**src/rtl/taglist_pkg.sv**
```systemverilog
// Shared taglist entry layout and reader state encoding.
// The entry field positions are also used by the taglist writer.
package taglist_pkg;

    localparam int RSV_MSB   = 31;
    localparam int RSV_LSB   = 28;
    localparam int RSV_W     = RSV_MSB - RSV_LSB + 1;
    localparam int SEQ_MSB   = 27;
    localparam int SEQ_LSB   = 21;
    localparam int SEQ_FW    = SEQ_MSB - SEQ_LSB + 1;
    localparam int FIRST_MSB = 20;
    localparam int FIRST_LSB = 11;
    localparam int FIRST_W   = FIRST_MSB - FIRST_LSB + 1;
    localparam int LAST_MSB  = 10;
    localparam int LAST_LSB  = 1;
    localparam int LAST_W    = LAST_MSB - LAST_LSB + 1;
    localparam int EOR_BIT   = 0;

    typedef enum logic [1:0] {
        IDLE  = 2'd0,
        FETCH = 2'd1,
        LOAD  = 2'd2,
        PLAY  = 2'd3
    } reader_state_t;

endpackage

```
**src/rtl/taglist_reader.sv**
```systemverilog
// Taglist playback: fetches one entry from the taglist RAM, validates it and
// streams ROM addresses from first to last, with hold and loop control.
module taglist_reader
    import taglist_pkg::*;
#(
    parameter int ADDR_W = 10,
    parameter int SEQ_W  = 7
) (
    input  logic              clk_1KHz,
    input  logic              reset,
    input  logic              start,
    input  logic [SEQ_W-1:0]  reqSeq,
    input  logic              hold,
    input  logic              loop,
    output logic [SEQ_W-1:0]  ramAddr,
    input  logic [31:0]       ramData,
    output logic [ADDR_W-1:0] romAddr,
    output logic              romValid,
    output logic              busy,
    output logic              done,
    output logic              error,
    output logic              endOfRom
);

    reader_state_t     state, state_n;
    logic [SEQ_W-1:0]  seq_q, seq_n;
    logic [ADDR_W-1:0] first_q, first_n;
    logic [ADDR_W-1:0] last_q, last_n;
    logic [SEQ_W-1:0]  ramAddr_n;
    logic [ADDR_W-1:0] romAddr_n;
    logic              romValid_n, busy_n, done_n, error_n, endOfRom_n;

    logic [RSV_W-1:0]  ent_rsv;
    logic [SEQ_W-1:0]  ent_seq;
    logic [ADDR_W-1:0] ent_first, ent_last;
    logic              ent_bad;

    always_comb begin
        ent_rsv   = ramData[RSV_MSB:RSV_LSB];
        ent_seq   = SEQ_W'(ramData[SEQ_MSB:SEQ_LSB]);
        ent_first = ADDR_W'(ramData[FIRST_MSB:FIRST_LSB]);
        ent_last  = ADDR_W'(ramData[LAST_MSB:LAST_LSB]);
        ent_bad   = (ent_rsv != '0) || (ent_seq != seq_q) || (ent_first > ent_last);
    end

    always_comb begin
        state_n    = state;
        seq_n      = seq_q;
        first_n    = first_q;
        last_n     = last_q;
        ramAddr_n  = ramAddr;
        romAddr_n  = romAddr;
        romValid_n = romValid;
        busy_n     = busy;
        done_n     = 1'b0;
        error_n    = 1'b0;
        endOfRom_n = endOfRom;

        case (state)
            IDLE: begin
                if (start) begin
                    ramAddr_n = reqSeq;
                    seq_n     = reqSeq;
                    busy_n    = 1'b1;
                    state_n   = FETCH;
                end
            end
            FETCH: state_n = LOAD;
            LOAD: begin
                if (ent_bad) begin
                    error_n = 1'b1;
                    busy_n  = 1'b0;
                    state_n = IDLE;
                end else begin
                    first_n    = ent_first;
                    last_n     = ent_last;
                    romAddr_n  = ent_first;
                    romValid_n = 1'b1;
                    endOfRom_n = ramData[EOR_BIT];
                    state_n    = PLAY;
                end
            end
            PLAY: begin
                // hold outranks both wrap and finish
                if (!hold) begin
                    if (romAddr != last_q) begin
                        romAddr_n = romAddr + ADDR_W'(1);
                    end else if (loop) begin
                        romAddr_n = first_q;
                    end else begin
                        romValid_n = 1'b0;
                        done_n     = 1'b1;
                        busy_n     = 1'b0;
                        state_n    = IDLE;
                    end
                end
            end
            default: state_n = IDLE;
        endcase
    end

    always_ff @(posedge clk_1KHz) begin
        if (reset) begin
            state    <= IDLE;
            seq_q    <= '0;
            first_q  <= '0;
            last_q   <= '0;
            ramAddr  <= '0;
            romAddr  <= '0;
            romValid <= 1'b0;
            busy     <= 1'b0;
            done     <= 1'b0;
            error    <= 1'b0;
            endOfRom <= 1'b0;
        end else begin
            state    <= state_n;
            seq_q    <= seq_n;
            first_q  <= first_n;
            last_q   <= last_n;
            ramAddr  <= ramAddr_n;
            romAddr  <= romAddr_n;
            romValid <= romValid_n;
            busy     <= busy_n;
            done     <= done_n;
            error    <= error_n;
            endOfRom <= endOfRom_n;
        end
    end

endmodule

```
**config.mk**
```make
export PLATFORM = sky130hd
export DESIGN_NAME = taglist_reader
export DESIGN_NICKNAME = d
export VERILOG_FILES = /design/src/rtl/taglist_pkg.sv /design/src/rtl/taglist_reader.sv
export SDC_FILE = /design/constraint.sdc
export NUM_CORES = 1
export LEC_CHECK = 0
export ABC_CLOCK_PERIOD_IN_PS = 2290
export CELL_PAD_IN_SITES_DETAIL_PLACEMENT = 0
export CELL_PAD_IN_SITES_GLOBAL_PLACEMENT = 1
export CORE_MARGIN = 10
export CORE_UTILIZATION = 33
export CTS_BUF_LIST = sky130_fd_sc_hd__clkbuf_4
export DETAILED_ROUTE_END_ITERATION = 8
export GPL_ROUTABILITY_DRIVEN = 0
export GPL_TIMING_DRIVEN = 0
export PLACE_DENSITY = 0.8
export SLEW_MARGIN = 20
export SYNTH_ARGS = -nofsm -noshare
export SYNTH_HDL_FRONTEND = slang
export SYNTH_SLANG_ARGS = --single-unit
```
**constraint.sdc**
```tcl
create_clock -name clk_1KHz -period 2.29 [get_ports clk_1KHz]
set_input_delay 0.458 -clock clk_1KHz [delete_from_list [all_inputs] [get_ports clk_1KHz]]
set_output_delay 0.458 -clock clk_1KHz [all_outputs]
set_load 0.05 [all_outputs]
```
==> run metrics <==
status=complete, no violations; pin count of the biggest net entering global routing=16; placed wire-length estimate=5840 µm; #FFs+latches synth=44; design area=0.00351 mm²; number of synthesized flops with an enable pin=0; largest area contributor in the netlist=dfxtp_1; Mean Syn Cell Area=9.05 µm²; pwr dens=481 mW/mm²; clock buffer depth=2; P&R area growth vs syn=44.1%; initial antenna violation count=0; overall routing resource usage=13.2%; final slew viol count=0; ANT nets after route=0; FF-to-FF path depth=8; crit end category=flip-flop; Crit path required time=2540 ps; # rows=31; non-filler cells, final=447; final hold vios=0; Die Wd=106 µm; Leakage=0.00150 µW; Synth Net Count=324; post-synth cell types=35; total CTS buffers=5; Synth top area share=36.2%; Worst-path clk slew=150 ps; n_diodes=0; placed insts=433; layout net count=402; Synth Warn #=0; layout cells sized above 1=16.7%; wirelength, routed=7540 µm; crit path max-delay cell type=or4_1; most numerous cell in the Yosys netlist=dfxtp_1; Slew HR=60.2%; die area=0.0112 mm²; max-cap violation count=0; hold_buf cts=0; critical path launch point type=input pin; Filler cells=730; Async S/R FF share, synth=0%; CP Cell Sequence=clkdlybuf4s50_1 -> or4_1 -> nor2_2 -> nand4_1 -> a2111o_1 -> buf_6 -> buf_12 -> mux2i_1 -> nor2_1; commonest cells in the netlist=dfxtp_1, mux2i_1, nor2_1; dpl cell area=0.00325 mm²; register area share after synthesis=36.2%; top_reg_cell synth=dfxtp_1; Hold WC Path Type=input pin to flip-flop; Slew @ Worst Pin=597 ps; Avg Vias per Cell=4.98; CP top delay family=simple AND/OR/NAND/NOR gates; Min Hold Slack=391 ps; mapped cell area=0.00243 mm²; vias=2228; CP Max Fanout=10; IO Pins=66; port bufs=65; worst hold path stage count=3; DR iter-0 viols=135; CTS H-Tree Depth=2; Pre-Repair DR Iteration Count=4; Max Fclk=0.446 GHz; crit path buf inv count=3; Synth Instances=269; setup_tns=0 ps; Tmin final=2240 ps; routed len/inst=16.9 µm; first-pass GRT wire length=12000 µm; RSZ-0062 raised after global routing=false; fin crit share=97.9%; vias in the first global route=2297; CORE AREA=0.00721 mm²; critical path type=input pin to flip-flop; Data arrival, critical path=2490 ps; clock sinks=44; Area contributors post-synth=dfxtp_1, mux2i_1, ha_1; Initial Util=33.7%; Worst path depth=9; VDD IR-drop max=0.000257 V; Crit path largest cell delay=540 ps; Skew-Pair Late Insertion Delay=370 ps; Finish-stage setup viols=0; Setup Skew=15.0 ps; Core Util, Final=48.6%; clock root cell=clkbuf_4; # DRC=0; Die Y-Extent=106 µm; CTS tree=done; overflow left after global routing=0
## report_power, final
group	switching (µW)	internal (µW)
Sequential	13.8	781
Combinational	201	172
Clock	287	233
## per-stage QoR
stage / total power (µW) / worst slack, ps
final: 1690 / 47.0
after global routing: 1770 / 8.28
after CTS: 1680 / 1.80
after global placement: 1150 / -794
after detailed placement: 1150 / -824
after floorplan: 995 / -1.98
## tightest hold or removal path, delay by kind of cell
kind | cells | cell delay, ps
buffers and inverters | 1 | 120
and+or+nand+nor | 1 | 90
muxes | 1 | 70
## layout by cell type (no fill, tap or decap), drive strengths merged, types with 2 or more instances in the layout
| cell type | synthesis | layout |
|---|---|---|
| nand2 | 18 | 18 |
| nand4 | 8 | 8 |
| nand3 | 2 | 2 |
| o221a | 4 | 4 |
| nor2 | 33 | 33 |
| dfxtp | 44 | 44 |
| clkbuf | 7 | 14 |
| o211ai | 9 | 9 |
| inv | 18 | 19 |
| a311oi | 4 | 4 |
| buf | 8 | 15 |
| mux2i | 35 | 35 |
| o21ai | 5 | 5 |
| nor2b | 2 | 2 |
| ha | 11 | 11 |
| nor4 | 2 | 2 |
| and3 | 2 | 2 |
| a21oi | 14 | 14 |
| a31oi | 3 | 3 |
| or3 | 2 | 2 |
| a21o | 3 | 3 |
| clkdlybuf4s50 | 0 | 45 |
| dlygate4sd2 | 0 | 16 |
| xnor2 | 15 | 15 |
| xor2 | 10 | 10 |
## timing repair
action	in CTS	in global routing
gates cloned	0	0
endpoints found under the hold margin	0	0
setup buffers	8	0
resized for setup	42	20
pin swaps	7	9
setup endpoints to repair	35	32
## final timing paths
path                                 from                      end  slack (ps)
hold / removal                ramData[13]  first_q[2]$_SDFFE_PP0P_         390
hold reg to reg     state[1]$_SDFFE_PP0P_        busy$_SDFFE_PP0P_         490
setup reg to reg  romAddr[7]$_SDFFE_PP0P_  romAddr[1]$_SDFFE_PP0P_         160
setup / recovery              ramData[29]  first_q[3]$_SDFFE_PP0P_          50
## layer usage
layer / part of all wire (%) / wire length [µm] / vias to the layer above / global-route usage, %
met5: 0 / 0 / - / 0
met4: 2.0 / 153 / 0 / 4.84
met3: 5.7 / 429 / 10 / 3.32
met2: 47 / 3520 / 58 / 21.9
met1: 46 / 3430 / 1054 / 16.2
li1: - / - / 1106 / -
## state kept, by name (all words and copies together), names as in the netlist
signal    cells
first_q      10
state         2
endOfRom      1
done          1
error         1
seq_q         7
romValid      1
busy          1
romAddr      10
last_q       10
## area by class of cell
type	instances	area, µm²	area share, %
tap	99	124	3.53
multi-input combinational	192	1540	44.0
clock inverter	3	46.3	1.32
timing repair buffer	73	692	19.7
sequential	44	890	25.3
clock buffer	5	37.5	1.07
buffer	13	104	2.96
inverter	18	72.6	2.07
## cells by family (layout without fill, tap and decap cells)
family / after synthesis / in the layout / synth area share, %
DFF: 44 / 44 / 36.2
adders and majority gates: 11 / 11 / 5.65
and+or+nand+nor: 73 / 73 / 13.5
buffers and inverters: 33 / 112 / 7.14
muxes: 36 / 36 / 14.9
AOI/OAI and AO/OA: 47 / 47 / 13.7
xor gates and xnor gates: 25 / 25 / 8.99
Note: power is estimated with default switching activity, not from simulation.
